<file path="config.mk">
export PLATFORM = sky130hd
export DESIGN_NAME = mul_add_seq
export DESIGN_NICKNAME = d
export VERILOG_FILES = /design/src/rtl/mul_add_seq.sv
export SDC_FILE = /design/constraint.sdc
export NUM_CORES = 1
export LEC_CHECK = 0
export CORE_MARGIN = 2
export CORE_UTILIZATION = 40
export CTS_CLUSTER_DIAMETER = 150
export DETAILED_ROUTE_END_ITERATION = 12
export HOLD_SLACK_MARGIN = 0.03
export SYNTH_ARGS = -nofsm -noshare
export SYNTH_HDL_FRONTEND = slang
export SYNTH_SLANG_ARGS = --single-unit
</file>
<file path="constraint.sdc">
create_clock -name clk -period 3.26 [get_ports clk]
set_input_delay 0.815 -clock clk [delete_from_list [all_inputs] [get_ports clk]]
set_output_delay 0.815 -clock clk [all_outputs]
set_load 0.01 [all_outputs]
</file>
<file path="src/rtl/mul_add_seq.sv">
// mul_add_seq: sequential shift-add multiply-accumulate.
//   numerator = low N_WIDTH bits of (quotient * denominator + remain)
// One denominator bit is consumed per clock, so an operation takes D_WIDTH
// cycles in CALC. This rebuilds a linear cell index from a quotient/remainder
// pair, which is the inverse of the divider.
//
// Ports:
//   clk          system clock, rising edge
//   rst_n        asynchronous active-low reset
//   start        request, sampled only while idle
//   quotient     multiplicand (N_WIDTH), captured on accepted start
//   denominator  multiplier (D_WIDTH), captured on accepted start
//   remain       addend (D_WIDTH), captured on accepted start
//   busy         high while an operation is in progress
//   valid        one-cycle pulse when the result outputs update
//   numerator    result, low N_WIDTH bits
//   overflow     full result did not fit in N_WIDTH bits
//   rem_err      captured remain >= captured denominator
module mul_add_seq #(
  parameter int N_WIDTH = 8,
  parameter int D_WIDTH = 2
) (
  input  logic               clk,
  input  logic               rst_n,
  input  logic               start,
  input  logic [N_WIDTH-1:0] quotient,
  input  logic [D_WIDTH-1:0] denominator,
  input  logic [D_WIDTH-1:0] remain,
  output logic               busy,
  output logic               valid,
  output logic [N_WIDTH-1:0] numerator,
  output logic               overflow,
  output logic               rem_err
);

  // The accumulator is wide enough that (2^N-1)(2^D-1)+(2^D-1) never wraps.
  localparam int A_W = N_WIDTH + D_WIDTH;
  localparam int C_W = $clog2(D_WIDTH) + 1;
  localparam logic [C_W-1:0] LAST_CNT = C_W'(D_WIDTH - 1);

  typedef enum logic {IDLE, CALC} state_t;

  state_t             state_reg, state_next;
  logic [A_W-1:0]     acc_reg, acc_next;
  logic [A_W-1:0]     mcand_reg, mcand_next;
  logic [D_WIDTH-1:0] mplier_reg, mplier_next;
  logic [C_W-1:0]     cnt_reg, cnt_next;
  // remain >= denominator is decided at capture time so the raw operands
  // need not be kept around for the whole operation.
  logic               rerr_pend_reg, rerr_pend_next;
  logic               busy_reg, busy_next;
  logic               valid_reg, valid_next;
  logic [N_WIDTH-1:0] num_reg, num_next;
  logic               ovf_reg, ovf_next;
  logic               rem_err_reg, rem_err_next;

  logic [A_W-1:0]     acc_sum;

  // This cycle's partial-product add; also the final value on the last cycle.
  assign acc_sum = mplier_reg[0] ? (acc_reg + mcand_reg) : acc_reg;

  always_ff @(posedge clk or negedge rst_n) begin
    if (!rst_n) begin
      state_reg     <= IDLE;
      acc_reg       <= '0;
      mcand_reg     <= '0;
      mplier_reg    <= '0;
      cnt_reg       <= '0;
      rerr_pend_reg <= 1'b0;
      busy_reg      <= 1'b0;
      valid_reg     <= 1'b0;
      num_reg       <= '0;
      ovf_reg       <= 1'b0;
      rem_err_reg   <= 1'b0;
    end else begin
      state_reg     <= state_next;
      acc_reg       <= acc_next;
      mcand_reg     <= mcand_next;
      mplier_reg    <= mplier_next;
      cnt_reg       <= cnt_next;
      rerr_pend_reg <= rerr_pend_next;
      busy_reg      <= busy_next;
      valid_reg     <= valid_next;
      num_reg       <= num_next;
      ovf_reg       <= ovf_next;
      rem_err_reg   <= rem_err_next;
    end
  end

  always_comb begin
    state_next     = state_reg;
    acc_next       = acc_reg;
    mcand_next     = mcand_reg;
    mplier_next    = mplier_reg;
    cnt_next       = cnt_reg;
    rerr_pend_next = rerr_pend_reg;
    busy_next      = busy_reg;
    valid_next     = 1'b0;
    num_next       = num_reg;
    ovf_next       = ovf_reg;
    rem_err_next   = rem_err_reg;

    case (state_reg)
      IDLE: begin
        if (start) begin
          acc_next       = {{N_WIDTH{1'b0}}, remain};
          mcand_next     = {{D_WIDTH{1'b0}}, quotient};
          mplier_next    = denominator;
          cnt_next       = '0;
          rerr_pend_next = (remain >= denominator);
          busy_next      = 1'b1;
          state_next     = CALC;
        end
      end
      CALC: begin
        acc_next    = acc_sum;
        mcand_next  = mcand_reg << 1;
        mplier_next = mplier_reg >> 1;
        cnt_next    = cnt_reg + C_W'(1);
        if (cnt_reg == LAST_CNT) begin
          num_next     = acc_sum[N_WIDTH-1:0];
          ovf_next     = |acc_sum[A_W-1:N_WIDTH];
          rem_err_next = rerr_pend_reg;
          valid_next   = 1'b1;
          busy_next    = 1'b0;
          state_next   = IDLE;
        end
      end
      default: state_next = IDLE;
    endcase
  end

  assign busy      = busy_reg;
  assign valid     = valid_reg;
  assign numerator = num_reg;
  assign overflow  = ovf_reg;
  assign rem_err   = rem_err_reg;

endmodule

</file>
=== Word level (Yosys, flattened, before mapping) ===
Cells that the tools add are included.

* Bits in registers: 38
* Input bits: 15
* Output and inout bits: 12
* Word-level logic and storage cells: 39

* Add/sub/neg operators: 2
* $lt $le $gt $ge: 1
* Equality and inequality tests: 3
* Muxes and demuxes: 17
* Bitwise logic cells: 1
* Reductions and logical operators: 4

{| class="wikitable"
|+ Operators by type and width
! kind !! number
|-
| 10-bit one-hot mux with 2 select lines || 2
|-
| 10-bit 2-to-1 mux || 3
|-
| 10-bit adder || 1
|-
| 2-bit one-hot mux with 2 select lines || 2
|-
| 1-bit 2-to-1 mux || 6
|-
| 2-bit AND reduction || 3
|-
| 2-bit 2-to-1 mux || 2
|-
| 1-bit one-hot mux with 2 select lines || 2
|-
| 2-bit by 1-bit adder with 2-bit output, second input constant || 1
|-
| 2-bit by 1-bit equality test with 1-bit output, second input constant || 1
|-
| 2-bit >= comparator || 1
|-
| 2-bit by 1-bit != test with 1-bit output, second input constant || 1
|-
| 2-bit != test, second input constant || 1
|-
| 2-bit OR reduction || 1
|-
| 1-bit inverter || 1
|}

=== Longest topological paths before layout ===
Gate-level depths: netlist of the first run.

* Word-level depth: 3
* Gate-level depth with buffers: 9
* Mapped depth without buffers: 9

=== Worst setup path before layout of the first run ===
Ideal clock, no wire load.

* Kind: reg-to-reg
* Start: reg acc_reg[6]
* End: reg ovf_reg, in the netlist overflow
* Setup time: 0.124 ns
* Data arrival time: 2.055 ns
* Required time: 3.136 ns
* Setup slack: 1.081 ns
* Stages on the path, launching flop included: 8
* Buffers on the path: 0
* Period minus slack after synthesis: 2.179 ns
* Path through: dfrtp_1 > ha_1 > a21o_1 > or3_1 > o221a_1 > xor2_1 > mux2_4 > o31a_1

* Longest elaborated chain between the ends: 3

{| class="wikitable"
|+ RTL lines
! item !! line !! RTL
|-
| start: declaration || 44 || <nowiki>logic [A_W-1:0] acc_reg, acc_next;</nowiki>
|-
| start signal: assignment || 77 || <nowiki>acc_reg <= acc_next;</nowiki>
|-
| 10-bit adder || 60 || <nowiki>assign acc_sum = mplier_reg[0] ? (acc_reg + mcand_reg) : acc_reg;</nowiki>
|-
| 10-bit 2-to-1 mux || 60 ||
|-
| 2-bit OR reduction || 122 || <nowiki>ovf_next = |acc_sum[A_W-1:N_WIDTH];</nowiki>
|-
| end signal: assignment || 85 || <nowiki>ovf_reg <= ovf_next;</nowiki>
|-
| end: declaration || 54 || <nowiki>logic ovf_reg, ovf_next;</nowiki>
|}

No other way between the ends.
A chain may end at the register's enable or synchronous reset.

=== Worst setup path after layout of the first run ===
Same ends and word-level chain as after synthesis.

==> results_dict.tcl, run 1 <==
set metrics [dict create \
    tns_ns 0 \
    slew_headroom_pct 42.6 \
    port_buffers 26 \
    finalNonFillerCells 304 \
    final_common_cell "dfrtp_1" \
    io_pins 27 \
    drive_above_1_share_pct 7.69 \
    wl_per_cell_um 13.9 \
    finalSetupViolCount 0 \
    ys_seq_area_share_pct 45.5 \
    cts_root_buf "clkbuf_8" \
    gr-total-overflow 0 \
    start_util_pct 41.2 \
    antenna_found_initial 0 \
    hold_viol 0 \
    ys_types 37 \
    clk_path_buf_depth 2 \
    drv_slew 0 \
    grt_use_met2_pct 25.0 \
    clk_pin_slew_ns 0.07 \
    max_freq_mhz 436 \
    grt.total_usage_pct 16.0 \
    worstPathArrival_ns 2.47 \
    ctsHoldBuffers 0 \
    drt-total-wl_mm 4.24 \
    first_iter_violations 90 \
    drv_cap 0 \
    use_met1_pct 21.8 \
    final_cell_mix "38 x dfrtp_1, 25 x clkdlybuf4s50_1, 21 x mux2i_1" \
    p_leak_nw 1.17 \
    antenna_left 0 \
    dr.pass1.iters 5 \
    fin_skew_ns 0.00495 \
    critical_path_required_ns 3.44 \
    status "finished clean" \
    synth_seq_cells 38 \
    postCtsSetupBuffers 0 \
    critPathLaunchType "flip-flop" \
    die_area_mm2 0.00582 \
    worst_pin_slew_ns 0.861 \
    critPathMaxFanout 5 \
    grt_max_degree 39 \
    cts_tree "yes" \
    total_power_mw 2.26 \
    filler_cell_count 510 \
    globalplace.congestion 0.734 \
    fp.coreArea_mm2 0.00507 \
    min_path_type "flip-flop to flip-flop" \
    rsz0062_at_grt "false" \
    power.density_mw_per_mm2 897 \
    grt_busiest_layer "met2" \
    clock_latency_ns 0.29 \
    synthArstFlopShare_pct 100 \
    fin_nets 261 \
    end_kind "flip-flop" \
    netlist_area_mm2 0.00209 \
    ys.flop_type "dfrtp_1" \
    grt_pass1_vias 1560 \
    die_x_um 76.3 \
    die_h_um 76.3 \
    synth_edf_count 0 \
    cts_resized 0 \
    drc 0 \
    vias_per_cell 5.10 \
    hpwlAfterDp_mm 2.90 \
    use_met3_pct 3.91 \
    grt_pass1_wl_mm 7.45 \
    syn_inst 205 \
    fin_area_mm2 0.00252 \
    fp-row-count 26 \
    cts_buffers 5 \
    worstSetupPathType "flip-flop to flip-flop" \
    final_core_util_pct 49.6 \
    syn_nets 233 \
    placed_cell_area_mm2 0.00243 \
    yosys_warnings 0 \
    cts.sinks 38 \
    num_antenna_cells 0 \
    dp_cells 296 \
    final.period_utilization_pct 70.3 \
    syn_to_final_growth_pct 20.4 \
    vias 1551 \
    h-tree-depth 2 \
    period_needed_ns 2.29 \
    postSynthAreaPerCell_um2 10.2 \
    irDropWorstVdd_mv 0.351 \
]
## synth_stat cells (all sizes together), types with 3 or more instances
cell type	n	share of area (%)
nor2	15	2.7
a21o	5	1.8
nand4b	3	1.3
clkbuf	4	0.72
nand2	14	2.5
dfrtp	38	45
a31oi	3	0.90
or3	4	1.3
buf	4	0.72
mux2i	21	10
ha	12	7.2
nor2b	5	1.5
inv	8	1.4
mux2	4	2.3
nand2b	10	3.0
a22o	4	1.7
o21ai	14	3.4
a21oi	16	3.8
## metal layers
layer	up-vias	share of wire, %
met1	736	48
met3	7	3.6
li1	779	-
met4	0	1.4
met2	29	47
met5	-	0
## stage by stage
step	hold WS [ns]	worst slack, ns
floorplan	0.446	1.08
global placement	0.463	1.01
detailed placement	0.475	0.972
CTS	0.492	0.969
global route	0.509	0.802
finish	0.483	0.968
## cells by family after synthesis
| family | count (synthesis) | synth area share [%] |
|---|---|---|
| simple gates | 57 | 14.1 |
| compound gates | 51 | 15.1 |
| flops | 38 | 45.5 |
| mux | 25 | 12.4 |
| buf+inv | 17 | 3.05 |
| fa+ha+maj | 13 | 8.14 |
| xor+xnor | 4 | 1.68 |
## worst paths after layout
| path | start | end | slack, ns | depth (start not counted) |
|---|---|---|---|---|
| max | acc_reg[6]$_DFFE_PN0P_ | overflow$_DFFE_PN0P_ | 0.97 | 7 |
| min | rerr_pend_reg$_DFFE_PN0P_ | rerr_pend_reg$_DFFE_PN0P_ | 0.48 | 2 |
| max reg2reg | acc_reg[6]$_DFFE_PN0P_ | overflow$_DFFE_PN0P_ | 0.97 | 7 |
| min reg2reg | rerr_pend_reg$_DFFE_PN0P_ | rerr_pend_reg$_DFFE_PN0P_ | 0.48 | 2 |
| max in group asynchronous | rst_n | mplier_reg[1]$_DFFE_PN0P_ | 2.09 | 1 |
| min in group asynchronous | rst_n | acc_reg[5]$_DFFE_PN0P_ | 0.64 | 1 |
## area by class of cell
cell class,instances,area [µm²],area share (%)
repair buffers,29,278,11.0
multi-input cells,150,1080,42.7
well taps,70,87.6,3.48
clock buffers,7,86.3,3.43
inverters,9,33.8,1.34
flip-flops and latches,38,951,37.8
clock inverters,1,5.00,0.199
## report_power, final
group          internal [mW]  total, mW  switching (mW)
combinational          0.545       1.10           0.558
clock                  0.171      0.335           0.165
sequential             0.679      0.820           0.140
total                   1.39       2.26           0.863
## critical path, cell delays in order (launching register included)
cell	delay, ns
dfrtp_1	0.39
ha_1	0.36
a21o_1	0.22
or3_1	0.31
o221a_1	0.22
xor2_1	0.14
mux2_4	0.26
o31a_1	0.28
Note: power is estimated with default switching activity, not from simulation.
==> inputs of run 2 (changes only) <==
==> constraint.sdc (replaced) <==
create_clock -name clk -period 2.3 [get_ports clk]
set_input_delay 0.575 -clock clk [delete_from_list [all_inputs] [get_ports clk]]
set_output_delay 0.575 -clock clk [all_outputs]
set_load 0.01 [all_outputs]
==> run 2 against run 1 <==
Effect of this change:
- power grew 45%
- register-to-register slack lost 0.91 ns
- routed wire length is 2.2% lower
- fmax is 2.2% higher
- die area stayed put
- combinational power is 50% higher
- clock-buffer cell count decreased by 1
- via count is 0.84% higher
- first-iteration DRC count rose by 17%
- final cell count is 2.0% higher
- critical path type unchanged
- largest cell class unchanged
==> results_dict.tcl, run 2 (same netlist as run 1, synthesis figures left out) <==
set metrics [dict create \
    status "finished clean" \
    crit_family "compound AO/OA/AOI/OAI gates" \
    worstPathArrival_ns 2.41 \
    port_buffers 26 \
    fp-row-count 26 \
    slowest_delay_ns 0.40 \
    globalplace.congestion 0.782 \
    end_kind "flip-flop" \
    irDropWorstVdd_mv 0.469 \
    hold_viol 0 \
    cts_root_buf "clkbuf_8" \
    drv_slew 0 \
    clock_latency_ns 0.29 \
    clk_pin_slew_ns 0.07 \
    drive_above_1_share_pct 12.5 \
    critical_path_required_ns 2.47 \
    vias 1564 \
    min_path_type "input pin to async pin" \
    setup_ws_ns 0.0588 \
    critPathLaunchType "flip-flop" \
    antenna_found_initial 0 \
    io_pins 27 \
    antenna_left 0 \
    path_buf_inv 0 \
    cts_tree "yes" \
    final_common_cell "dfrtp_1" \
    fp.coreArea_mm2 0.00507 \
    cts.sinks 38 \
    die_h_um 76.3 \
    reg2regPathDepth 7 \
    grt.total_usage_pct 15.3 \
    dr.pass1.iters 4 \
    tns_ns 0 \
    h-tree-depth 2 \
    drv_cap 0 \
    num_antenna_cells 0 \
    critPathMaxFanout 5 \
    vias_per_cell 5.05 \
    period_needed_ns 2.24 \
    rsz0062_at_grt "true" \
    ff_latch_area_um2 951 \
    power.density_mw_per_mm2 1260 \
    slew_headroom_pct 63.6 \
    drc 0 \
    fin_skew_ns 0.00496 \
    die_area_mm2 0.00582 \
    first_iter_violations 105 \
    start_util_pct 41.2 \
    multiInputGateArea_mm2 0.00109 \
    p_leak_nw 1.21 \
    worstSetupPathType "flip-flop to flip-flop" \
    hpwlAfterDp_mm 2.89 \
    fin_nets 269 \
    crit_slowest_cell "dfrtp_1" \
    cts_buffers 5 \
    wl_per_cell_um 13.4 \
    grt_max_degree 39 \
    grt_pass1_wl_mm 7.22 \
    clk_path_buf_depth 2 \
    max_freq_mhz 446 \
    dpl_worst_slack_ns 0.0216 \
    syn_to_final_growth_pct 24.1 \
    gr-total-overflow 0 \
    worst_pin_slew_ns 0.542 \
    final_cell_mix "38 x dfrtp_1, 25 x clkdlybuf4s50_1, 21 x mux2i_1" \
    finalSetupViolCount 0 \
    final.period_utilization_pct 97.4 \
    filler_cell_count 492 \
    grt_pass1_vias 1551 \
    die_x_um 76.3 \
    cp.depth 7 \
    cp_cell_sequence "ha_1, a21o_1, or3_1, o221a_1, xor2_1, mux2_4, o31a_1" \
    drt-total-wl_mm 4.14 \
]
-- run 2: cell count changes in the layout (fill, tap and decap cells not counted), sizes merged --
cell,previous run,this run
buf,4,12
clkbuf,7,6
clkinv,2,1
-- run 2: final timing paths --
| path | from | slack [ns] | endpoint |
|---|---|---|---|
| setup / recovery | acc_reg[6]$_DFFE_PN0P_ | 0.06 | overflow$_DFFE_PN0P_ |
| hold / removal | rst_n | 0.25 | numerator[7]$_DFFE_PN0P_ |
| setup reg to reg | acc_reg[6]$_DFFE_PN0P_ | 0.06 | overflow$_DFFE_PN0P_ |
| hold reg to reg | rerr_pend_reg$_DFFE_PN0P_ | 0.48 | rerr_pend_reg$_DFFE_PN0P_ |
| max in group asynchronous | rst_n | 1.86 | mplier_reg[0]$_DFFE_PN0P_ |
| min in group clk | rerr_pend_reg$_DFFE_PN0P_ | 0.48 | rerr_pend_reg$_DFFE_PN0P_ |
-- run 2: layout make-up --
type | count | area share, %
Multi-Input combinational cell | 150 | 42.0
Clock buffer | 6 | 3.18
Timing Repair Buffer | 37 | 13.5
Sequential cell | 38 | 36.6
Inverter | 9 | 1.30
Tap cell | 70 | 3.38
-- run 2: power breakdown --
| group | leakage [nW] | switching (mW) | internal [mW] |
|---|---|---|---|
| Clock | 0.0431 | 0.223 | 0.231 |
| Sequential | 0.469 | 0.203 | 0.963 |
| Combinational | 0.695 | 0.805 | 0.840 |
-- run 2: metrics by stage --
stage / hold WS, ns / cell area (µm²) / util, % / cells / power [mW]
2_1_floorplan: 0.279 / 2090 / - / 205 / 2.24
3_3_place_gp: 0.463 / 2480 / 48.9 / 302 / 2.76
3_5_place_dp: 0.476 / 2480 / 48.9 / 302 / 2.80
4_1_cts: 0.248 / 2570 / 50.6 / 308 / 3.27
5_1_grt: 0.260 / 2590 / 51.1 / 310 / 3.56
6_report: 0.245 / 2590 / 51.1 / 310 / 3.27
-- run 2: routing by layer --
metal	share of wire, %	track usage, %	vias to the layer above	wire length [µm]
met5	0	0	-	0
met4	2.4	7.64	0	99
met3	3.0	3.67	10	124
met2	44	23.4	23	1840
met1	50	20.5	733	2080
li1	-	-	798	-
-- run 2: what timing repair did --
action                     4_1_cts  5_1_grt
gates resized for setup          0        5
setup endpoints to repair        0        5
buffers inserted                 0        2
hold buffers                     0        0
